File: src/rtl/nanb_judge_if.sv
// Guess/result bus of the nAnB judge.
// master = game front-end, slave = judge.
interface nanb_judge_if;
  logic        iStart;
  logic        iSecret_load;
  logic [15:0] iSecret;
  logic [15:0] iGuess;
  logic        iGuess_valid;
  logic        oReady;
  logic        oResult_valid;
  logic [2:0]  oA;
  logic [2:0]  oB;
  logic        oErr;
  logic [7:0]  oTries;
  logic        oWin;
  logic        oLose;
  logic [15:0] oSecret;

  modport master (
    output iStart, iSecret_load, iSecret,
    output iGuess, iGuess_valid,
    input  oReady, oResult_valid, oA, oB, oErr,
    input  oTries, oWin, oLose, oSecret
  );

  modport slave (
    input  iStart, iSecret_load, iSecret,
    input  iGuess, iGuess_valid,
    output oReady, oResult_valid, oA, oB, oErr,
    output oTries, oWin, oLose, oSecret
  );
endinterface

File: src/rtl/nanb_judge.sv
// nAnB (Bulls and Cows) code-maker and referee.
// Draws/loads a secret and scores guesses serially.
module nanb_judge #(
  parameter logic [15:0] LFSR_SEED = 16'hACE1,
  parameter int          MAX_TRIES = 10
) (
  input logic         iClk,
  input logic         iRst_n,
  nanb_judge_if.slave bus
);

  typedef enum logic [2:0] {
    IDLE, GEN, WAIT, CHECK, SCORE, RESULT, WON, LOST
  } state_t;

  localparam logic [7:0] MAXT = 8'(MAX_TRIES);

  state_t      state;
  state_t      nxt;
  logic [15:0] lfsr;
  logic [15:0] secret;
  logic [15:0] guess;
  logic [15:0] used;
  logic [1:0]  dcnt;
  logic [1:0]  pi;
  logic [1:0]  pj;
  logic [2:0]  acc_a;
  logic [2:0]  acc_b;
  logic [2:0]  a_q;
  logic [2:0]  b_q;
  logic [2:0]  a_nxt;
  logic [2:0]  b_nxt;
  logic        err_q;
  logic        win_q;
  logic        lose_q;
  logic [7:0]  tries;
  logic [3:0]  cand;
  logic [3:0]  sd;
  logic [3:0]  gd;
  logic [3:0]  g0, g1, g2, g3;
  logic        cand_ok;
  logic        bad;
  logic        hit;
  logic        last;
  logic        ready;
  logic        rvalid;

  function automatic logic [3:0] dig(
    input logic [15:0] v,
    input logic [1:0]  k
  );
    logic [3:0] d;
    case (k)
      2'd0:    d = v[15:12];
      2'd1:    d = v[11:8];
      2'd2:    d = v[7:4];
      default: d = v[3:0];
    endcase
    return d;
  endfunction

  assign cand    = lfsr[3:0];
  assign cand_ok = (cand < 4'd10) && !used[cand];

  assign g0 = guess[15:12];
  assign g1 = guess[11:8];
  assign g2 = guess[7:4];
  assign g3 = guess[3:0];

  assign bad = (g0 > 4'd9) || (g1 > 4'd9)
            || (g2 > 4'd9) || (g3 > 4'd9)
            || (g0 == g1) || (g0 == g2)
            || (g0 == g3) || (g1 == g2)
            || (g1 == g3) || (g2 == g3);

  assign sd    = dig(secret, pi);
  assign gd    = dig(guess, pj);
  assign hit   = (sd == gd);
  assign a_nxt = acc_a + {2'b0, hit && (pi == pj)};
  assign b_nxt = acc_b + {2'b0, hit && (pi != pj)};
  assign last  = (pi == 2'd3) && (pj == 2'd3);

  always_ff @(posedge iClk or negedge iRst_n) begin
    if (!iRst_n) begin
      state <= IDLE;
    end else begin
      state <= nxt;
    end
  end

  always_comb begin
    nxt = state;
    if (bus.iSecret_load) begin
      nxt = WAIT;
    end else if (bus.iStart) begin
      nxt = GEN;
    end else begin
      unique case (state)
        IDLE:   nxt = IDLE;
        GEN:    if (cand_ok && dcnt == 2'd3) nxt = WAIT;
        WAIT:   if (bus.iGuess_valid) nxt = CHECK;
        CHECK:  nxt = bad ? RESULT : SCORE;
        SCORE:  if (last) nxt = RESULT;
        RESULT: begin
          unique case (1'b1)
            err_q:           nxt = WAIT;
            (a_q == 3'd4):   nxt = WON;
            (tries == MAXT): nxt = LOST;
            default:         nxt = WAIT;
          endcase
        end
        WON:    nxt = WON;
        LOST:   nxt = LOST;
        default: nxt = IDLE;
      endcase
    end
  end

  always_comb begin
    ready  = (state == WAIT);
    rvalid = (state == RESULT);
  end

  // LFSR free-runs in every state; start/load never reseed it
  always_ff @(posedge iClk or negedge iRst_n) begin
    if (!iRst_n) begin
      lfsr   <= LFSR_SEED;
      secret <= '0;
      guess  <= '0;
      used   <= '0;
      dcnt   <= '0;
      pi     <= '0;
      pj     <= '0;
      acc_a  <= '0;
      acc_b  <= '0;
      a_q    <= '0;
      b_q    <= '0;
      err_q  <= 1'b0;
      win_q  <= 1'b0;
      lose_q <= 1'b0;
      tries  <= '0;
    end else begin
      lfsr <= {lfsr[14:0],
               lfsr[15] ^ lfsr[13] ^ lfsr[12] ^ lfsr[10]};
      if (bus.iSecret_load || bus.iStart) begin
        tries  <= '0;
        win_q  <= 1'b0;
        lose_q <= 1'b0;
        err_q  <= 1'b0;
        a_q    <= '0;
        b_q    <= '0;
        if (bus.iSecret_load) begin
          secret <= bus.iSecret;
        end else begin
          secret <= '0;
          used   <= '0;
          dcnt   <= '0;
        end
      end else begin
        unique case (state)
          GEN: begin
            if (cand_ok) begin
              case (dcnt)
                2'd0:    secret[15:12] <= cand;
                2'd1:    secret[11:8]  <= cand;
                2'd2:    secret[7:4]   <= cand;
                default: secret[3:0]   <= cand;
              endcase
              used[cand] <= 1'b1;
              dcnt       <= dcnt + 2'd1;
            end
          end
          WAIT: begin
            if (bus.iGuess_valid) guess <= bus.iGuess;
          end
          CHECK: begin
            if (bad) begin
              err_q <= 1'b1;
              a_q   <= '0;
              b_q   <= '0;
            end else begin
              acc_a <= '0;
              acc_b <= '0;
              pi    <= '0;
              pj    <= '0;
            end
          end
          SCORE: begin
            acc_a <= a_nxt;
            acc_b <= b_nxt;
            pj    <= pj + 2'd1;
            if (pj == 2'd3) pi <= pi + 2'd1;
            // results and tries become visible in RESULT
            if (last) begin
              a_q   <= a_nxt;
              b_q   <= b_nxt;
              err_q <= 1'b0;
              tries <= tries + 8'd1;
            end
          end
          RESULT: begin
            if (!err_q) begin
              if (a_q == 3'd4)       win_q  <= 1'b1;
              else if (tries == MAXT) lose_q <= 1'b1;
            end
          end
          default: ;
        endcase
      end
    end
  end

  assign bus.oReady        = ready;
  assign bus.oResult_valid = rvalid;
  assign bus.oA            = a_q;
  assign bus.oB            = b_q;
  assign bus.oErr          = err_q;
  assign bus.oTries        = tries;
  assign bus.oWin          = win_q;
  assign bus.oLose         = lose_q;
  assign bus.oSecret       = secret;

endmodule

File: src/flat_wrapper.sv
// flat-port wrapper written by rule: the top's interface ports become plain ports
module nanb_judge_flat 
#(
  parameter logic [15:0] LFSR_SEED = 16'hACE1,
  parameter int          MAX_TRIES = 10
)
  (iClk, iRst_n, bus_iStart, bus_iSecret_load, bus_iSecret, bus_iGuess, bus_iGuess_valid, bus_oReady, bus_oResult_valid, bus_oA, bus_oB, bus_oErr, bus_oTries, bus_oWin, bus_oLose, bus_oSecret);
  nanb_judge_if bus_i ();
  input logic iClk;
  input logic iRst_n;
  input wire logic [$bits(bus_i.iStart)-1:0] bus_iStart;
  input wire logic [$bits(bus_i.iSecret_load)-1:0] bus_iSecret_load;
  input wire logic [$bits(bus_i.iSecret)-1:0] bus_iSecret;
  input wire logic [$bits(bus_i.iGuess)-1:0] bus_iGuess;
  input wire logic [$bits(bus_i.iGuess_valid)-1:0] bus_iGuess_valid;
  output wire logic [$bits(bus_i.oReady)-1:0] bus_oReady;
  output wire logic [$bits(bus_i.oResult_valid)-1:0] bus_oResult_valid;
  output wire logic [$bits(bus_i.oA)-1:0] bus_oA;
  output wire logic [$bits(bus_i.oB)-1:0] bus_oB;
  output wire logic [$bits(bus_i.oErr)-1:0] bus_oErr;
  output wire logic [$bits(bus_i.oTries)-1:0] bus_oTries;
  output wire logic [$bits(bus_i.oWin)-1:0] bus_oWin;
  output wire logic [$bits(bus_i.oLose)-1:0] bus_oLose;
  output wire logic [$bits(bus_i.oSecret)-1:0] bus_oSecret;
  assign bus_i.iStart = bus_iStart;
  assign bus_i.iSecret_load = bus_iSecret_load;
  assign bus_i.iSecret = bus_iSecret;
  assign bus_i.iGuess = bus_iGuess;
  assign bus_i.iGuess_valid = bus_iGuess_valid;
  assign bus_oReady = bus_i.oReady;
  assign bus_oResult_valid = bus_i.oResult_valid;
  assign bus_oA = bus_i.oA;
  assign bus_oB = bus_i.oB;
  assign bus_oErr = bus_i.oErr;
  assign bus_oTries = bus_i.oTries;
  assign bus_oWin = bus_i.oWin;
  assign bus_oLose = bus_i.oLose;
  assign bus_oSecret = bus_i.oSecret;
  nanb_judge #(.LFSR_SEED(LFSR_SEED), .MAX_TRIES(MAX_TRIES)) u_core (.iClk(iClk), .iRst_n(iRst_n), .bus(bus_i));
endmodule
File: config.mk
export PLATFORM = sky130hd
export DESIGN_NAME = nanb_judge_flat
export DESIGN_NICKNAME = d
export VERILOG_FILES = /design/src/rtl/nanb_judge_if.sv /design/src/rtl/nanb_judge.sv /design/src/flat_wrapper.sv
export SDC_FILE = /design/constraint.sdc
export NUM_CORES = 1
export LEC_CHECK = 0
export CORE_AREA = 2 2 98 100
export DETAILED_ROUTE_END_ITERATION = 10
export DIE_AREA = 0 0 100 102
export PLACE_DENSITY = 0.79
export SLEW_MARGIN = 20
export SYNTH_ARGS = -nofsm -noshare
export SYNTH_HDL_FRONTEND = slang
export SYNTH_SLANG_ARGS = --single-unit
File: constraint.sdc
create_clock -name iClk -period 2.7 [get_ports iClk]
set_input_delay 0.54 -clock iClk [delete_from_list [all_inputs] [get_ports iClk]]
set_output_delay 0.54 -clock iClk [all_outputs]
set_load 0.01 [all_outputs]
# Yosys cells after proc, flatten, opt, wreduce, memory -nomap -nowiden

Index checks and enable logic that the tools add are counted.

Logic and storage cells: 182
Input port bits: 37
Bits in registers: 96

Magnitude comparators: 7
Add/subtract/negate cells: 6
Bitwise operators: 5
Mux-type cells: 60
Eq/ne operators: 38
Reduce and logical (&&, ||, !) cells: 47

Operator list:

| cell                                                            | count |
|---|---|
| 16-bit 2-to-1 mux                                               | 8 |
| 3-bit 2-to-1 mux                                                | 11 |
| 3-bit case mux with 2 select lines                              | 5 |
| 3-bit AND reduction                                             | 10 |
| 4-bit == test                                                   | 7 |
| 8-bit 2-to-1 mux                                                | 3 |
| 3-bit case mux with 8 select lines                              | 1 |
| 4-bit case mux with 3 select lines                              | 2 |
| 2-bit nonzero test                                              | 11 |
| 4-bit > comparator, second input constant                       | 4 |
| 4-bit 2-to-1 mux                                                | 4 |
| 16-bit bitwise OR                                               | 1 |
| 3-bit == test, second input constant                            | 5 |
| 1-bit 2-to-1 mux                                                | 15 |
| 2-bit == test, second input constant                            | 6 |
| 2-bit 2-to-1 mux                                                | 6 |
| 1-bit logical OR                                                | 10 |
| 8-bit by 1-bit adder with 8-bit output, second input constant   | 1 |
| 8-bit by 4-bit == test with 1-bit output, second input constant | 1 |
| 2-bit != test, second input constant                            | 4 |
| 4-bit by 3-bit != test with 1-bit output, second input constant | 2 |
| 2-bit case mux with 2 select lines                              | 2 |
| 4-bit AND reduction                                             | 2 |
| 2-bit by 1-bit adder with 2-bit output, second input constant   | 3 |
| 24 further kinds                                                | 39 |

# Logic depth before layout (Yosys ltp)

Depth in word-level cells: 14
Mapped depth: 13

# Worst setup path before layout

Ideal clock, no wire load.

Path type: register to register
Start: register u_core.pi[0]
End: register u_core.acc_a[2]
Data required time: 2,569 ps
Period minus slack after synthesis: 2,445 ps
Arrival: 2,314 ps
Slack: 255 ps
Stages on the path, launching flop included: 14
Path buffers: 0
Cell sequence: dfrtp_1 inv_1 ha_1 a222oi_1 mux2i_1 xnor2_1 nand4_1 nor3_1 ha_1 ha_1 nand2b_1 a21oi_1 a21oi_1 o21ai_0

Word-level cells in the longest chain between the ends: 6

RTL lines:

| element                                     | line              | source |
|---|---|---|
| start: declaration                          | nanb_judge.sv:25  | `logic [1:0] pi;` |
| start signal: assignment                    | nanb_judge.sv:192 | `if (pj == 2'd3) pi <= pi + 2'd1;` |
| 2-bit == test, or another cell as far along | nanb_judge.sv:53  | `case (k)` |
| 4-bit case mux with 3 select lines          | nanb_judge.sv:53  |  |
| 4-bit == test                               | nanb_judge.sv:78  | `assign hit = (sd == gd);` |
| 1-bit logical AND *                         | nanb_judge.sv:79  | `assign a_nxt = acc_a + {2'b0, hit && (pi == pj)};` |
| 3-bit by 1-bit adder with 3-bit output *    | nanb_judge.sv:79  |  |
| 3-bit case mux with 2 select lines *        | nanb_judge.sv:160 | `unique case (state)` |
| end signal: assignment                      | nanb_judge.sv:189 | `acc_a <= a_nxt;` |
| end: declaration                            | nanb_judge.sv:27  | `logic [2:0] acc_a;` |

Every way passes the cells marked *; elsewhere a longest branch is shown, timed or not.
A chain may end at the register's enable or synchronous reset.

# Worst setup path in the final report

Start: register u_core.pj[1]
End: register u_core.acc_a[2]

Word-level cells in the longest chain between the ends: 6

RTL lines:

| element                                     | line              | source |
|---|---|---|
| start: declaration                          | nanb_judge.sv:26  | `logic [1:0] pj;` |
| start signal: assignment                    | nanb_judge.sv:191 | `pj <= pj + 2'd1;` |
| 2-bit == test, or another cell as far along | nanb_judge.sv:53  |  |
| 4-bit case mux with 3 select lines          | nanb_judge.sv:53  |  |
| 4-bit == test                               | nanb_judge.sv:78  |  |
| 1-bit logical AND *                         | nanb_judge.sv:79  |  |
| 3-bit by 1-bit adder with 3-bit output *    | nanb_judge.sv:79  |  |
| 3-bit case mux with 2 select lines *        | nanb_judge.sv:160 |  |

Marks and branches as above.

==> insert_results.sql <==
INSERT INTO impl_metrics (metric_group, metric, value, unit) VALUES
('final_layout', 'layout-drive-gt1-share', '0.180', ''),
('setup_path', 'critical_path_required', '2950', 'ps'),
('place', 'place_inst', '635', ''),
('outcome', 'outcome', 'complete, no violations', ''),
('global_route', 'met2_usage', '0.398', ''),
('clock_network', 'post_cts_hold_buffer_count', '0', ''),
('setup_path', 'cp_max_fo', '4', ''),
('global_route', 'groute.layer.met1.usage', '0.304', ''),
('final_layout', 'num_antenna_cells', '0', ''),
('route', 'detail_route.drc_violations', '0', ''),
('route', 'drt_pass1_iterations', '5', ''),
('power', 'vdd_ir_drop_max', '0.508', 'mV'),
('sta', 'setup-violations-final', '0', ''),
('route', 'avgRoutedWirePerCell', '17.4', 'um'),
('floorplanning', 'core_area', '9110', 'sq um'),
('setup_path', 'setup.reg_to_reg.worst_slack', '130', 'ps'),
('floorplanning', 'chipWidth', '100', 'um'),
('sta', 'clock.fmax', '389', 'MHz'),
('power', 'total_leakage_power', '0.00257', 'uW'),
('power', 'power_density', '672', 'nW/um^2'),
('route', 'routed_wl', '11400', 'um'),
('sta', 'grt_setup_unrepaired', 'true', ''),
('worst_hold_path', 'holdCritPathClass', 'in -> async', ''),
('setup_path', 'path_class', 'reg -> reg', ''),
('sta', 'worst_slew_pin_slew', '630', 'ps'),
('clock_network', 'h_tree_lvl_count', '3', ''),
('sta', 'slew-limit-headroom', '0.579', ''),
('global_route', 'grt_pass1_vias', '3825', ''),
('global_route', 'met3_usage', '0.0451', ''),
('synthesis', 'yosysUniqueCellTypes', '52', ''),
('floorplanning', 'floorplan.die_area', '10200', 'sq um'),
('global_route', 'maximum_number_of_pins_on_one_net_before_global_route_repair', '49', ''),
('final_layout', 'finish.cell_count_without_fillers', '654', ''),
('final_layout', 'layout_commonest_cell', 'sky130_fd_sc_hd__dfrtp_1', ''),
('setup_path', 'cp_data_arrival_time', '2820', 'ps'),
('power', 'design_power_total', '4050', 'uW'),
('global_route', 'grt_pass1_wl', '18900', 'um'),
('synthesis', 'synth.yosys.warnings', '0', ''),
('global_route', 'grt_overflow_total', '0', ''),
('sta', 'min_period', '2570', 'ps'),
('clock_network', 'insertion_delay', '370', 'ps'),
('synthesis', 'synthArstFlopShare', '1.00', ''),
('synthesis', 'synth.net_count', '528', ''),
('floorplanning', 'number_of_top_level_pins', '72', ''),
('final_layout', 'layout.cells.most_common_list', 'sky130_fd_sc_hd__dfrtp_1 (82), sky130_fd_sc_hd__clkdlybuf4s50_1 (70), sky130_fd_sc_hd__nand2_1 (38)', ''),
('floorplanning', 'floorplan.initialDensity', '0.538', ''),
('place', 'gp_congestion', '0.836', ''),
('route', 'detail_route.vias_per_cell', '5.84', ''),
('global_route', 'antenna_violations_before_repair', '0', ''),
('setup_path', 'start_kind', 'flop', ''),
('flow_run', 'max_capacitance_violation_total', '0', ''),
('synthesis', 'postSynthCellCount', '471', ''),
('sta', 'timing.final.crit_share', '0.953', ''),
('synthesis', 'post_synth.cell_area_avg', '10.4', 'sq um'),
('clock_network', 'sink_count', '90', ''),
('synthesis', 'synth_sequential_area_ratio', '0.462', ''),
('clock_network', 'cts-root-to-sink-buffers', '2', ''),
('synthesis', 'synth_enable_flop_cells', '0', ''),
('floorplanning', 'placementRows', '35', ''),
('place', 'buffer_ports.inserted', '71', ''),
('route', 'detailedRoute.firstIterationViolations', '193', ''),
('sta', 'slew_viol_final', '0', ''),
('clock_network', 'cts_tree', 'built', ''),
('global_route', 'grt.total_usage', '0.234', ''),
('final_layout', 'number_of_nets_in_the_finished_design', '595', ''),
('route', 'via_count', '3820', ''),
('clock_network', 'clock_buffers_created_by_tritoncts', '9', ''),
('final_layout', 'flow.area_growth_from_synthesis', '22.9', '%'),
('clock_network', 'cts-root-buf', 'sky130_fd_sc_hd__clkbuf_8', ''),
('synthesis', 'syn-cell-area', '4900', 'sq um'),
('synthesis', 'ys_dominant_reg_cell', 'sky130_fd_sc_hd__dfrtp_1', ''),
('clock_network', 'cts.reportedPaths.clkPinSlew', '90', 'ps'),
('synthesis', 'synth_seq_cells', '90', ''),
('place', 'place_hpwl', '8140', 'um'),
('sta', 'worst_setup_skew_after_layout', '11.1', 'ps'),
('route', 'residual_antenna_violating_net_count_after_detailed_routing', '0', ''),
('sta', 'hold_viol_final', '0', ''),
('global_route', 'grt_busiest_layer', 'met2', ''),
('floorplanning', 'fp.dieH', '102', 'um'),
('setup_path', 'critical_path.endpoint_type', 'flop', '');
-- power breakdown --
| group | internal (uW) | total [uW] | switching (uW) | leakage [uW] |
|---|---|---|---|---|
| clock | 481 | 962 | 481 | 0.000106 |
| combinational | 646 | 1290 | 647 | 0.00131 |
| sequential | 1500 | 1790 | 292 | 0.00115 |
-- synthesized netlist by cell type (8+ instances only) --
cell | count | area, sq um
sky130_fd_sc_hd__dfrtp_1 | 82 | 2050
sky130_fd_sc_hd__nand2_1 | 38 | 143
sky130_fd_sc_hd__inv_1 | 33 | 124
sky130_fd_sc_hd__nor2_1 | 27 | 101
sky130_fd_sc_hd__ha_1 | 20 | 250
sky130_fd_sc_hd__xnor2_1 | 20 | 175
sky130_fd_sc_hd__xor2_1 | 20 | 175
sky130_fd_sc_hd__mux2i_1 | 18 | 180
sky130_fd_sc_hd__a22oi_1 | 16 | 120
sky130_fd_sc_hd__a31o_2 | 16 | 140
sky130_fd_sc_hd__mux2_2 | 16 | 180
sky130_fd_sc_hd__clkbuf_1 | 15 | 56.3
sky130_fd_sc_hd__a21oi_1 | 14 | 70.1
sky130_fd_sc_hd__o21ai_0 | 14 | 70.1
sky130_fd_sc_hd__nor3_1 | 11 | 55.1
sky130_fd_sc_hd__buf_2 | 10 | 50.1
sky130_fd_sc_hd__nand3_1 | 9 | 45.0
sky130_fd_sc_hd__a222oi_1 | 8 | 80.1
sky130_fd_sc_hd__dfstp_2 | 8 | 210
sky130_fd_sc_hd__nand4_1 | 8 | 50.1
-- timing repair --
item	in CTS	in global routing
endpoints found under the setup margin	1	8
setup buffers	2	1
pin swaps	1	11
endpoints found under the hold margin	0	0
gates resized for setup	0	21
-- registers in the layout, indices dropped and copies added (netlist names), 8 cells and up --
register / count
u_core.bus.oSecret: 16
u_core.lfsr: 16
u_core.used: 10
u_core.bus.oTries: 8
u_core.guess: 16
-- worst max-delay path, stage by stage (launching register included) --
cell	delay, ps
sky130_fd_sc_hd__dfrtp_1	440
sky130_fd_sc_hd__inv_2	80
sky130_fd_sc_hd__ha_4	180
sky130_fd_sc_hd__a222oi_1	420
sky130_fd_sc_hd__mux2i_1	150
sky130_fd_sc_hd__xnor2_1	160
sky130_fd_sc_hd__nand4_1	180
sky130_fd_sc_hd__nor3_2	160
sky130_fd_sc_hd__ha_2	210
sky130_fd_sc_hd__ha_4	140
sky130_fd_sc_hd__nand2b_1	100
sky130_fd_sc_hd__a21oi_1	70
sky130_fd_sc_hd__a21oi_1	110
sky130_fd_sc_hd__o21ai_1	70
-- layer usage --
metal / up-vias / wire length (um)
met5: - / 0
met3: 14 / 461
met4: 0 / 156
li1: 1809 / -
met2: 95 / 5670
met1: 1902 / 5100
-- metrics by stage --
| stage | TNS (ps) | hold WS (ps) | cell area [sq um] | utilization | worst slack, ps |
|---|---|---|---|---|---|
| after floorplan | 0 | 244 | 4900 | - | 255 |
| after global placement | 0 | 335 | 5700 | 0.626 | 177 |
| after detailed placement | -1.55 | 338 | 5700 | 0.626 | -1.55 |
| after CTS | 0 | 169 | 5930 | 0.651 | 44.7 |
| after global routing | -80.7 | 197 | 6020 | 0.661 | -44.5 |
| final | 0 | 153 | 6020 | 0.661 | 127 |
-- worst paths after layout --
| check | cells after the start | start | end |
|---|---|---|---|
| min in group iClk | 0 | u_core.lfsr[5] | u_core.lfsr[6] |
| hold reg to reg | 0 | u_core.lfsr[5] | u_core.lfsr[6] |
| setup reg to reg | 13 | u_core.pj[1] | u_core.acc_a[2] |
| max in group asynchronous | 2 | iRst_n | u_core.acc_a[1] |
| hold / removal | 1 | iRst_n | u_core.used[0] |
| setup / recovery | 13 | u_core.pj[1] | u_core.acc_a[2] |
-- cell type report --
| cell class | instances | area (sq um) |
|---|---|---|
| fill | 734 | 3090 |
| sequential | 90 | 2260 |
| clock buffer | 11 | 151 |
| timing repair buffer | 90 | 863 |
| inverter | 33 | 124 |
| clock inverter | 5 | 60.1 |
| tap | 111 | 139 |
| multi-input combinational | 314 | 2420 |
-- cells by family after synthesis --
group,after synthesis,share of synthesized area
xor gates and xnor gates,40,0.0716
and+or+nand+nor,119,0.121
DFF,90,0.462
buffers and inverters,67,0.0626
adders and majority gates,20,0.0511
AOI/OAI and AO/OA,101,0.158
muxes,34,0.0736
Note: power is estimated with default switching activity, not from simulation.
